$ cat config.mk
export PLATFORM = sky130hd
export DESIGN_NAME = stream_fifo
export DESIGN_NICKNAME = d
export VERILOG_FILES = /design/src/rtl/stream_fifo.sv
export SDC_FILE = /design/constraint.sdc
export NUM_CORES = 1
export LEC_CHECK = 0
export CAP_MARGIN = 20
export CORE_MARGIN = 1
export CORE_UTILIZATION = 45
export CTS_CLUSTER_DIAMETER = 80
export CTS_CLUSTER_SIZE = 20
export DETAILED_ROUTE_END_ITERATION = 8
export PLACE_DENSITY = 0.67
export SLEW_MARGIN = 5
export SYNTH_ARGS = -nofsm -noshare
export SYNTH_HDL_FRONTEND = slang
export SYNTH_SLANG_ARGS = --single-unit
$ cat constraint.sdc
create_clock -name clk_i -period 5.66 [get_ports clk_i]
set_input_delay 1.132 -clock clk_i [delete_from_list [all_inputs] [get_ports clk_i]]
set_output_delay 1.132 -clock clk_i [all_outputs]
set_load 0.05 [all_outputs]
$ cat src/rtl/stream_fifo.sv
// stream_fifo: single-clock elastic buffer with valid/ready handshakes on
// both sides. Show-ahead read: the head word is on data_o whenever valid_o=1.
// Depth LEN need not be a power of two; pointers wrap explicitly at LEN-1.
module stream_fifo #(
  parameter int unsigned SIZE = 32,
  parameter int unsigned LEN  = 10
) (
  input  logic            clk_i,
  input  logic            rst_i,
  input  logic            valid_i,
  input  logic            ready_i,
  input  logic [SIZE-1:0] data_i,
  output logic [SIZE-1:0] data_o,
  output logic            valid_o,
  output logic            is_full_o
);

  localparam int unsigned PW = (LEN > 1) ? $clog2(LEN) : 1;
  localparam int unsigned CW = $clog2(LEN + 1);

  localparam logic [PW-1:0] PTR_LAST = PW'(LEN - 1);
  localparam logic [CW-1:0] CNT_FULL = CW'(LEN);

  logic [SIZE-1:0] mem_q [LEN];

  logic [PW-1:0] wr_ptr_q, wr_ptr_d;
  logic [PW-1:0] rd_ptr_q, rd_ptr_d;
  logic [CW-1:0] count_q,  count_d;

  logic wr_en;
  logic rd_en;

  // Status flags come only from registered count, never from the handshakes.
  always_comb begin
    valid_o   = (count_q != '0);
    is_full_o = (count_q == CNT_FULL);
    data_o    = valid_o ? mem_q[rd_ptr_q] : '0;
  end

  // Accept decisions, pointer wrap and occupancy update for the next edge.
  always_comb begin
    wr_en    = valid_i & ~is_full_o;
    rd_en    = ready_i & valid_o;
    wr_ptr_d = wr_ptr_q;
    rd_ptr_d = rd_ptr_q;
    count_d  = count_q;
    if (wr_en) begin
      wr_ptr_d = (wr_ptr_q == PTR_LAST) ? '0 : wr_ptr_q + PW'(1);
    end
    if (rd_en) begin
      rd_ptr_d = (rd_ptr_q == PTR_LAST) ? '0 : rd_ptr_q + PW'(1);
    end
    if (wr_en && !rd_en) begin
      count_d = count_q + CW'(1);
    end else if (rd_en && !wr_en) begin
      count_d = count_q - CW'(1);
    end
  end

  // Pointer and occupancy state; reset discards everything buffered.
  always_ff @(posedge clk_i or negedge rst_i) begin
    if (!rst_i) begin
      wr_ptr_q <= '0;
      rd_ptr_q <= '0;
      count_q  <= '0;
    end else begin
      wr_ptr_q <= wr_ptr_d;
      rd_ptr_q <= rd_ptr_d;
      count_q  <= count_d;
    end
  end

  // Storage array; contents are don't-care after reset since count gates data_o.
  always_ff @(posedge clk_i) begin
    if (wr_en) begin
      mem_q[wr_ptr_q] <= data_i;
    end
  end

endmodule

==> reports/qor.csv, run 1 <==
metric,value,unit
Unique masters post-synth,38,
initial DRC count,404,
clock buffer depth,3,
vias in the first global route,6551,
crit end category,output pin,
period utilization,79.63,%
worst clock skew,0.02103,ns
hpwl dp,14.29,mm
final hold violation count,0,
placed inst area,14000,um2
Syn Nets,636,
drt pass-1 iters,4,
ant diodes,0,
Detail Route Antenna Nets,0,
initial antenna violation count,1,
Leakage,4.572,nW
worst reg2reg setup slack,2.63,ns
# port buffers,69,
"Arr. time, crit path",3.38,ns
cts hold-fix bufs,0,
largest net degree at the start of global routing,55,
Power Density,544.2,nW/um2
root buffer cell,clkbuf_16,
nets@finish,715,
Cell Rows,61,
average size of a mapped cell,21.46,um2
number of filler cells placed in the layout,2122,
H-tree levels,1,
fin area,14600,um2
CTS tree,done,
post-CTS resize count,0,
WHS Path Cells,1,
clock sink count,332,
Area Overhead vs Synth,14.12,%
core area,27860,um2
critical-path cell list,mux4_2 > o22ai_1 > a211oi_1 > clkdlybuf4s50_1,
Max Slew Vio Count,0,
endpoints failing setup,0,
first-pass GRT wire length,39.73,mm
chip height,170.6,um
RD Place Congestion,0.6833,
Post-CTS Setup Repair Bufs,0,
min cycle time layout,4.507,ns
nature of the critical path startpoint,flop,
depth of the worst register-to-register path,10,
"CP delay by family, top",flip-flops,
routed via count,5997,
Netlist Area Pre-Place,12790,um2
Peak VDD IR,0.4018,mV
"commonest non-fill, non-tap cell in the layout",edfxtp_1,
Max-cap violations,0,
Slew @ Worst Pin,1.007,ns
residual DRC count,0,
final wirelength,25.96,mm
worst skew pair latency,0.53,ns
Synth Warn #,0,
CP bufs+invs,1,
GRT Residual Overflow,0,
fmax,221.9,MHz
WP depth,4,
status,"finished, final reports clean",
Critical Path Fanout Max,38,
wire per inst,24.59,um
Slew HR,32.88,%
RSZ-0062 raised after global routing,no,
Total GRT Usage,18.68,%
routed vias/inst,5.679,
"commonest cells after routing, fill and taps aside","320 x edfxtp_1, 69 x clkdlybuf4s50_1, 64 x mux4_2, 33 x mux2i_1",
TritonCTS buffer count,21,
Setup Crit Path Kind,reg -> out,
Cells after Synth,596,
share of layout cells above drive strength 1,19.17,%
slowest cell delay on critical path,1.04,ns
slowest cell on the critical path,dfrtp_2,
Hold Crit Class,reg -> reg,
total negative setup slack,0,ns
die footprint,29100,um2
Initial Util,45.91,%
sequential element share of the synthesized area,77.48,%
die width,170.6,um
IO Pins,70,
Seq cells post-synth,332,
Worst-path clk slew,0.08,ns
required time of the critical path,4.53,ns
-- metal layers --
| metal | wire length, um | GRT usage (%) |
|---|---|---|
| met4 | 594 | 4.740 |
| met2 | 13430 | 32.94 |
| met3 | 1411 | 2.637 |
| met1 | 10530 | 24.41 |
| met5 | 0 | 0 |
-- cells by family after synthesis --
logic type / count (synthesis) / synth area share (%)
flip-flops: 332 / 77.48
multiplexers: 99 / 14.06
AO/OA/AOI/OAI: 76 / 4.030
buffers and inverters: 42 / 1.859
AND/OR/NAND/NOR: 37 / 1.712
XOR/XNOR: 6 / 0.4109
adder cells (fa/ha/maj): 4 / 0.4500
-- sequential cells by signal, summed over array words and instances (netlist names) --
register	flops
count_q	4
mem_q	320
rd_ptr_q	4
wr_ptr_q	4
-- per-stage QoR --
| step | setup WS (ns) | power (mW) | hold slack, ns | instances | utilization, % |
|---|---|---|---|---|---|
| finish | 1.153 | 7.942 | 0.5638 | 1056 | 52.39 |
| global route | 0.9459 | 8.266 | 0.5724 | 1056 | 52.39 |
| CTS | 0.8327 | 8.005 | 0.5585 | 1055 | 52.29 |
| detailed placement | 1.400 | 6.587 | 0.5429 | 1029 | 50.25 |
| global placement | 1.442 | 6.510 | 0.5150 | 1028 | 50.21 |
| floorplan | 0.7719 | 5.532 | 0.4934 | 596 | - |
-- power breakdown --
part / switching, mW / internal (mW) / total (mW)
logic: 1.97 / 1.28 / 3.25
registers: 0.249 / 3.01 / 3.26
clock network: 0.755 / 0.679 / 1.43
total: 2.98 / 4.97 / 7.94
-- final timing paths --
path,from,endpoint
setup / recovery,rd_ptr_q[2],data_o[22]
hold / removal,wr_ptr_q[0],wr_ptr_q[0]
setup reg to reg,count_q[0],count_q[3]
hold reg to reg,wr_ptr_q[0],wr_ptr_q[0]
max in group asynchronous,rst_i,rd_ptr_q[1]
min in group asynchronous,rst_i,count_q[2]
-- worst register-to-register path, cell delays in order (launching register included) --
cell and delay [ns]:
dfrtp_1 0.48, nor4_4 0.29, buf_4 0.48, inv_2 0.13, nand2_1 0.13, ha_1 0.23
inv_1 0.13, ha_1 0.30, a21o_1 0.21, a2111oi_0 0.40, o31ai_1 0.13
-- cell type report --
type | count | area (um2) | area share, %
Clock buffer | 22 | 529.3 | 3.626
Clock inverter | 4 | 38.79 | 0.2658
Inverter | 6 | 22.52 | 0.1543
Multi-Input combinational cell | 222 | 2704 | 18.53
Sequential cell | 332 | 9916 | 67.94
Tap cell | 378 | 473.0 | 3.240
Timing Repair Buffer | 92 | 912.1 | 6.249
-- cell usage after synthesis --
library cell | n | area share, %
edfxtp_1 | 320 | 75
mux4_2 | 64 | 11
mux2i_1 | 33 | 2.6
a211oi_1 | 32 | 1.9
o22ai_1 | 32 | 1.6
buf_2 | 19 | 0.74
dfrtp_1 | 12 | 2.3
clkbuf_1 | 8 | 0.23
nand2_1 | 8 | 0.23
nor3_1 | 7 | 0.27
buf_6 | 6 | 0.53
xnor2_1 | 6 | 0.41
inv_1 | 5 | 0.15
nand2b_1 | 4 | 0.20
nand3_1 | 4 | 0.16
nor2_1 | 4 | 0.12
o21ai_0 | 4 | 0.16
buf_4 | 3 | 0.18
ha_1 | 3 | 0.29
a21o_1 | 2 | 0.12
a21oi_1 | 2 | 0.078
nor4_1 | 2 | 0.098
a2111oi_0 | 1 | 0.068
a22o_1 | 1 | 0.068
and3_4 | 1 | 0.088
fa_1 | 1 | 0.16
inv_2 | 1 | 0.029
mux2_2 | 1 | 0.088
mux2_4 | 1 | 0.12
nand4_1 | 1 | 0.049
nand4b_1 | 1 | 0.068
nand4bb_1 | 1 | 0.088
nor3_2 | 1 | 0.078
nor4_4 | 1 | 0.17
o21ai_1 | 1 | 0.039
o31ai_1 | 1 | 0.059
or2_1 | 1 | 0.049
or3_1 | 1 | 0.049
(Power assumes the default switching activity.)
==> run 2: changes to the inputs <==
--- a/config.mk
+++ b/config.mk
@@ -11,7 +11,7 @@
 export CTS_CLUSTER_DIAMETER = 80
 export CTS_CLUSTER_SIZE = 20
 export DETAILED_ROUTE_END_ITERATION = 8
-export PLACE_DENSITY = 0.67
+export PLACE_DENSITY = 0.69
 export SLEW_MARGIN = 5
 export SYNTH_ARGS = -nofsm -noshare
 export SYNTH_HDL_FRONTEND = slang
==> constraint.sdc (replaced) <==
create_clock -name clk_i -period 3.95 [get_ports clk_i]
set_input_delay 0.79 -clock clk_i [delete_from_list [all_inputs] [get_ports clk_i]]
set_output_delay 0.79 -clock clk_i [all_outputs]
set_load 0.05 [all_outputs]
==> run 2 against run 1 <==
Core utilization is 1.1 points higher. Register-to-register slack worse by 1.5 ns. Clock skew is 0.0087 ns lower. Total power is 53% higher. Critical path type unchanged. Highest routed layer unchanged.
==> reports/qor.csv, run 2 (synthesis results as in run 1) <==
metric,value,unit,change
fin area,14900,um2,+2.1%
WHS,0.5703,ns,+0.006507 ns
initial antenna violation count,1,,unchanged
min cycle time layout,3.652,ns,
H-tree levels,1,,unchanged
crit end category,output pin,,
"commonest non-fill, non-tap cell in the layout",edfxtp_1,,
initial DRC count,649,,+61%
Detail Route Antenna Nets,0,,unchanged
die width,170.6,um,unchanged
GRT Residual Overflow,0,,unchanged
wire per inst,24.14,um,-1.8%
residual DRC count,0,,unchanged
root buffer cell,clkbuf_16,,
fmax,273.8,MHz,
RD Place Congestion,0.6934,,+1.5%
Worst-path clk slew,0.08,ns,about the same
required time of the critical path,3.16,ns,-1.37 ns
clock sink count,332,,unchanged
Max-cap violations,0,,unchanged
sequential power share,38.4,%,-2.6 points
Biggest register,mem_q,,
dpl ws,0.7739,ns,-0.6263 ns
"Arr. time, crit path",2.86,ns,-0.52 ns
status,"finished, final reports clean",,
IO Pins,70,,unchanged
wl on met1,10.55,mm,+0.14%
switch share,36.05,%,-1.4 points
worst skew pair latency,0.51,ns,-0.02 ns
TritonCTS buffer count,20,,-4.8%
CTS tree,done,,
max reg flops,320,,unchanged
period utilization,92.45,%,
Area Overhead vs Synth,16.50,%,
chip height,170.6,um,unchanged
Hold Crit Class,reg -> reg,,
die footprint,29100,um2,unchanged
routed via count,6088,,+1.5%
max layer used,met4,,
worst clock skew,0.01229,ns,-0.008746 ns
final hold violation count,0,,unchanged
clock buffer depth,3,,unchanged
total negative setup slack,0,ns,unchanged
number of filler cells placed in the layout,2119,,-0.14%
Leakage,4.736,nW,+3.6%
post-CTS resize count,0,,unchanged
Clock Power Share,16.7,%,-1.4 points
Power Density,816.1,nW/um2,+50%
# placed instances,1031,,+0.19%
combinational share of power,44.9,%,+4.0 points
Cell Rows,61,,unchanged
Post-CTS Setup Repair Bufs,0,,unchanged
share of layout cells above drive strength 1,23.43,%,+4.3 points
vias in the first global route,6336,,-3.3%
nets@finish,715,,unchanged
WL met3,1.349,mm,-4.4%
Initial Util,45.91,%,unchanged
net switching power,4.384,mW,+47%
slack of the critical path,0.2982,ns,-0.8547 ns
endpoints failing setup,0,,unchanged
Setup Crit Path Kind,reg -> out,,
drt pass-1 iters,4,,unchanged
Slew HR,51.71,%,+19 points
Util after Layout,53.49,%,+1.1 points
Critical Path Fanout Max,40,,+5.3%
total design power,12.16,mW,+53%
cts hold-fix bufs,0,,unchanged
hpwl dp,14.26,mm,-0.22%
"commonest cells after routing, fill and taps aside","320 x edfxtp_1, 64 x mux4_2, 37 x clkdlybuf4s50_1, 33 x mux2i_1, 33 x buf_12",,
largest net degree at the start of global routing,45,,-18%
Internal,7.776,mW,+57%
DR WL met2,13.19,mm,-1.7%
Max Slew Vio Count,0,,unchanged
routed vias/inst,5.733,,+0.94%
"non-filler cells, final",1062,,+0.57%
final wirelength,25.64,mm,-1.3%
first-pass GRT wire length,38.58,mm,-2.9%
Peak VDD IR,0.4146,mV,+3.2%
Total GRT Usage,18.10,%,-0.58 points
RSZ-0062 raised after global routing,no,,
nature of the critical path startpoint,flop,,
core area,27860,um2,unchanged
Slew @ Worst Pin,0.7244,ns,-0.2824 ns
# port buffers,69,,unchanged
placed inst area,14340,um2,+2.4%
[run 2: cell types whose count changed in the layout (fill, tap and decap cells not counted), sizes merged]
cell / before / now
clkbuf: 22 / 28
clkdlybuf4s50: 69 / 37
inv: 9 / 7
buf: 23 / 56
diode: 0 / 1
[run 2: final timing paths]
check / to / depth (start not counted) / startpoint / slack (ns)
min: wr_ptr_q[0] / 1 / wr_ptr_q[0] / 0.57
max: data_o[13] / 5 / rd_ptr_q[1] / 0.30
min in group asynchronous: count_q[2] / 1 / rst_i / 0.64
max in group asynchronous: rd_ptr_q[1] / 1 / rst_i / 2.89
max reg2reg: count_q[3] / 9 / count_q[0] / 1.18
min reg2reg: wr_ptr_q[0] / 1 / wr_ptr_q[0] / 0.57
[run 2: area by class of cell]
type | count | area [um2] | area share, %
well taps | 378 | 473.0 | 3.174
clock buffers | 28 | 551.8 | 3.703
repair buffers | 93 | 1204 | 8.078
diodes | 1 | 2.502 | 0.01679
inverters | 6 | 22.52 | 0.1511
clock inverters | 2 | 10.01 | 0.06718
flip-flops and latches | 332 | 9916 | 66.55
multi-input cells | 222 | 2721 | 18.26
[run 2: worst max-delay path, stage by stage (launching register included)]
cell      delay (ns)
dfrtp_4         0.90
buf_4           0.36
mux4_2          0.53
o22ai_1         0.21
a211oi_1        0.12
buf_12          0.19
[run 2: layer usage]
metal,vias up,GRT usage (%)
li1,2656,-
met1,3214,23.82
met2,183,31.43
met3,35,2.984
met4,0,4.465
met5,-,0
[run 2: power by group through the flow]
stage	sequential, mW	combinational, mW	clock [mW]
3_5_place_dp	4.76	5.52	0
5_1_grt	4.73	5.74	2.19
2_1_floorplan	4.50	3.43	0
4_1_cts	4.68	5.53	2.08
6_report	4.67	5.46	2.03
3_3_place_gp	4.72	5.45	0
==> run 3: changes to the inputs <==
--- a/config.mk
+++ b/config.mk
@@ -6,12 +6,14 @@
 export NUM_CORES = 1
 export LEC_CHECK = 0
 export CAP_MARGIN = 20
+export CELL_PAD_IN_SITES_DETAIL_PLACEMENT = 1
+export CELL_PAD_IN_SITES_GLOBAL_PLACEMENT = 2
 export CORE_MARGIN = 1
-export CORE_UTILIZATION = 45
+export CORE_UTILIZATION = 42
 export CTS_CLUSTER_DIAMETER = 80
 export CTS_CLUSTER_SIZE = 20
 export DETAILED_ROUTE_END_ITERATION = 8
-export PLACE_DENSITY = 0.69
+export PLACE_DENSITY = 0.79
 export SLEW_MARGIN = 5
 export SYNTH_ARGS = -nofsm -noshare
 export SYNTH_HDL_FRONTEND = slang
==> run 3 against run 2 <==
Total power is 1.3% higher. Die area up 7.1%. Global-route usage increased by 0.70 points. Largest power group unchanged. Critical path type unchanged. Maximum frequency decreased by 2.2%. Clock power is essentially flat. Via count is 1.4% higher. Clock skew up 0.0051 ns. Final area increased by 0.26%. Sequential share of layout area is 0.17 points lower. Highest routed layer is now met5.
==> reports/qor.csv, run 3 (synthesis results as in run 1) <==
metric,value,unit,change
largest net degree at the start of global routing,48,,+6.7%
Power Density,824.7,nW/um2,+1.1%
# port buffers,69,,unchanged
Slew @ Worst Pin,0.9026,ns,+0.1782 ns
"commonest non-fill, non-tap cell in the layout",edfxtp_1,,
RD Place Congestion,0.6845,,-1.3%
period utilization,94.55,%,+2.1 points
residual DRC count,0,,unchanged
dpl ws,0.6928,ns,-0.08107 ns
crit end category,output pin,,
vias in the first global route,6713,,+6.0%
Total GRT Usage,18.80,%,+0.70 points
wire per inst,26.47,um,+9.6%
Area Overhead vs Synth,16.81,%,
"commonest cells after routing, fill and taps aside","320 x edfxtp_1, 64 x mux4_2, 37 x clkdlybuf4s50_1, 35 x buf_12, 33 x mux2i_1",,
drt pass-1 iters,5,,+1
routed via count,6171,,+1.4%
cts hold-fix bufs,0,,unchanged
slowest cell delay on critical path,1.01,ns,+0.11 ns
switch share,36.65,%,+0.59 points
placed inst area,14380,um2,+0.28%
post-CTS resize count,0,,unchanged
"Arr. time, crit path",2.94,ns,+0.08 ns
fmax,267.7,MHz,-2.2%
slowest cell on the critical path,dfrtp_4,,
Max-cap violations,0,,unchanged
Clock Power Share,16.7,%,about the same
Slew HR,39.83,%,-12 points
GRT Residual Overflow,0,,unchanged
Max Slew Vio Count,0,,unchanged
WHS,0.5532,ns,-0.01712 ns
Detail Route Antenna Nets,0,,unchanged
initial DRC count,534,,-18%
chip height,176.5,um,+3.5%
worst clock skew,0.01738,ns,+0.005095 ns
Internal,7.805,mW,+0.38%
Hold Crit Class,reg -> reg,,
combinational share of power,45.1,%,+0.2 points
die footprint,31150,um2,+7.1%
RSZ-0062 raised after global routing,no,,
die width,176.5,um,+3.5%
nets@finish,715,,unchanged
root buffer cell,clkbuf_16,,
IO Pins,70,,unchanged
fin area,14940,um2,+0.26%
CTS tree,done,,
final hold violation count,0,,unchanged
routed vias/inst,5.751,,+0.32%
Initial Util,42.92,%,-3.0 points
nature of the critical path startpoint,flop,,
status,"finished, final reports clean",,
Setup Crit Path Kind,reg -> out,,
critical-path cell list,buf_4 > mux4_2 > o22ai_1 > a211oi_1 > buf_12,,
core area,29800,um2,+7.0%
slack of the critical path,0.2151,ns,-0.08308 ns
clock sink count,332,,unchanged
first-pass GRT wire length,42.72,mm,+11%
sequential power share,38.2,%,-0.2 points
required time of the critical path,3.16,ns,about the same
Cell Rows,63,,+3.3%
endpoints failing setup,0,,unchanged
clock buffer depth,3,,unchanged
Leakage,4.745,nW,+0.19%
Biggest register,mem_q,,
Critical Path Fanout Max,47,,+18%
initial antenna violation count,2,,+1
worst skew pair latency,0.52,ns,about the same
hpwl dp,15.88,mm,+11%
share of layout cells above drive strength 1,23.46,%,+0.034 points
TritonCTS buffer count,20,,unchanged
Post-CTS Setup Repair Bufs,0,,unchanged
H-tree levels,1,,unchanged
max reg flops,320,,unchanged
net switching power,4.515,mW,+3.0%
total negative setup slack,0,ns,unchanged
min cycle time layout,3.735,ns,+0.08308 ns
Peak VDD IR,0.4972,mV,+20%
Worst-path clk slew,0.09,ns,about the same
final wirelength,28.40,mm,+11%
total design power,12.32,mW,+1.3%
## run 3: cell count changes in the layout (fill, tap and decap cells not counted), sizes merged
cell    previous run  this run
clkinv             1         0
## run 3: final timing paths
path	from	slack, ns	cells after the start	to
max	rd_ptr_q[1]	0.22	5	data_o[23]
max in group asynchronous	rst_i	2.82	1	rd_ptr_q[1]
min in group asynchronous	rst_i	0.66	1	count_q[1]
min	wr_ptr_q[0]	0.55	1	wr_ptr_q[0]
max reg2reg	count_q[0]	1.23	9	count_q[3]
min reg2reg	wr_ptr_q[0]	0.55	1	wr_ptr_q[0]
## run 3: cell type report
class | instances | area [um2]
Timing Repair Buffer | 93 | 1229
Clock inverter | 1 | 8.758
Fill cell | 2655 | 14860
Antenna cell | 1 | 2.502
Clock buffer | 28 | 551.8
Inverter | 6 | 22.52
Tap cell | 390 | 488.0
Multi-Input combinational cell | 222 | 2721
Sequential cell | 332 | 9916
## run 3: per-stage QoR
stage,util (%),cells
final,50.14,1073
after global routing,50.14,1073
after CTS,50.13,1072
after detailed placement,48.25,1043
after global placement,48.25,1043
after floorplan,-,596
## run 3: metal layers
| layer | GRT usage [%] | routed length [um] | up-vias |
|---|---|---|---|
| li1 | - | - | 2653 |
| met1 | 25.16 | 11820 | 3336 |
| met2 | 32.66 | 14720 | 142 |
| met3 | 2.455 | 1216 | 38 |
| met4 | 4.454 | 628 | 2 |
| met5 | 0.1603 | 17 | - |
## run 3: critical path, delay by kind of cell (launching register included)
| kind | cells | cell delay, ns |
|---|---|---|
| DFF | 1 | 1.01 |
| buffers and inverters | 2 | 0.54 |
| muxes | 1 | 0.52 |
| AOI/OAI and AO/OA | 2 | 0.32 |
## run 3: power by group through the flow
stage	clock (mW)	combinational, mW	sequential (mW)
3_5_place_dp	0	5.62	4.80
2_1_floorplan	0	3.43	4.50
6_report	2.05	5.56	4.71
5_1_grt	2.18	5.84	4.77
3_3_place_gp	0	5.51	4.75
4_1_cts	2.09	5.65	4.72
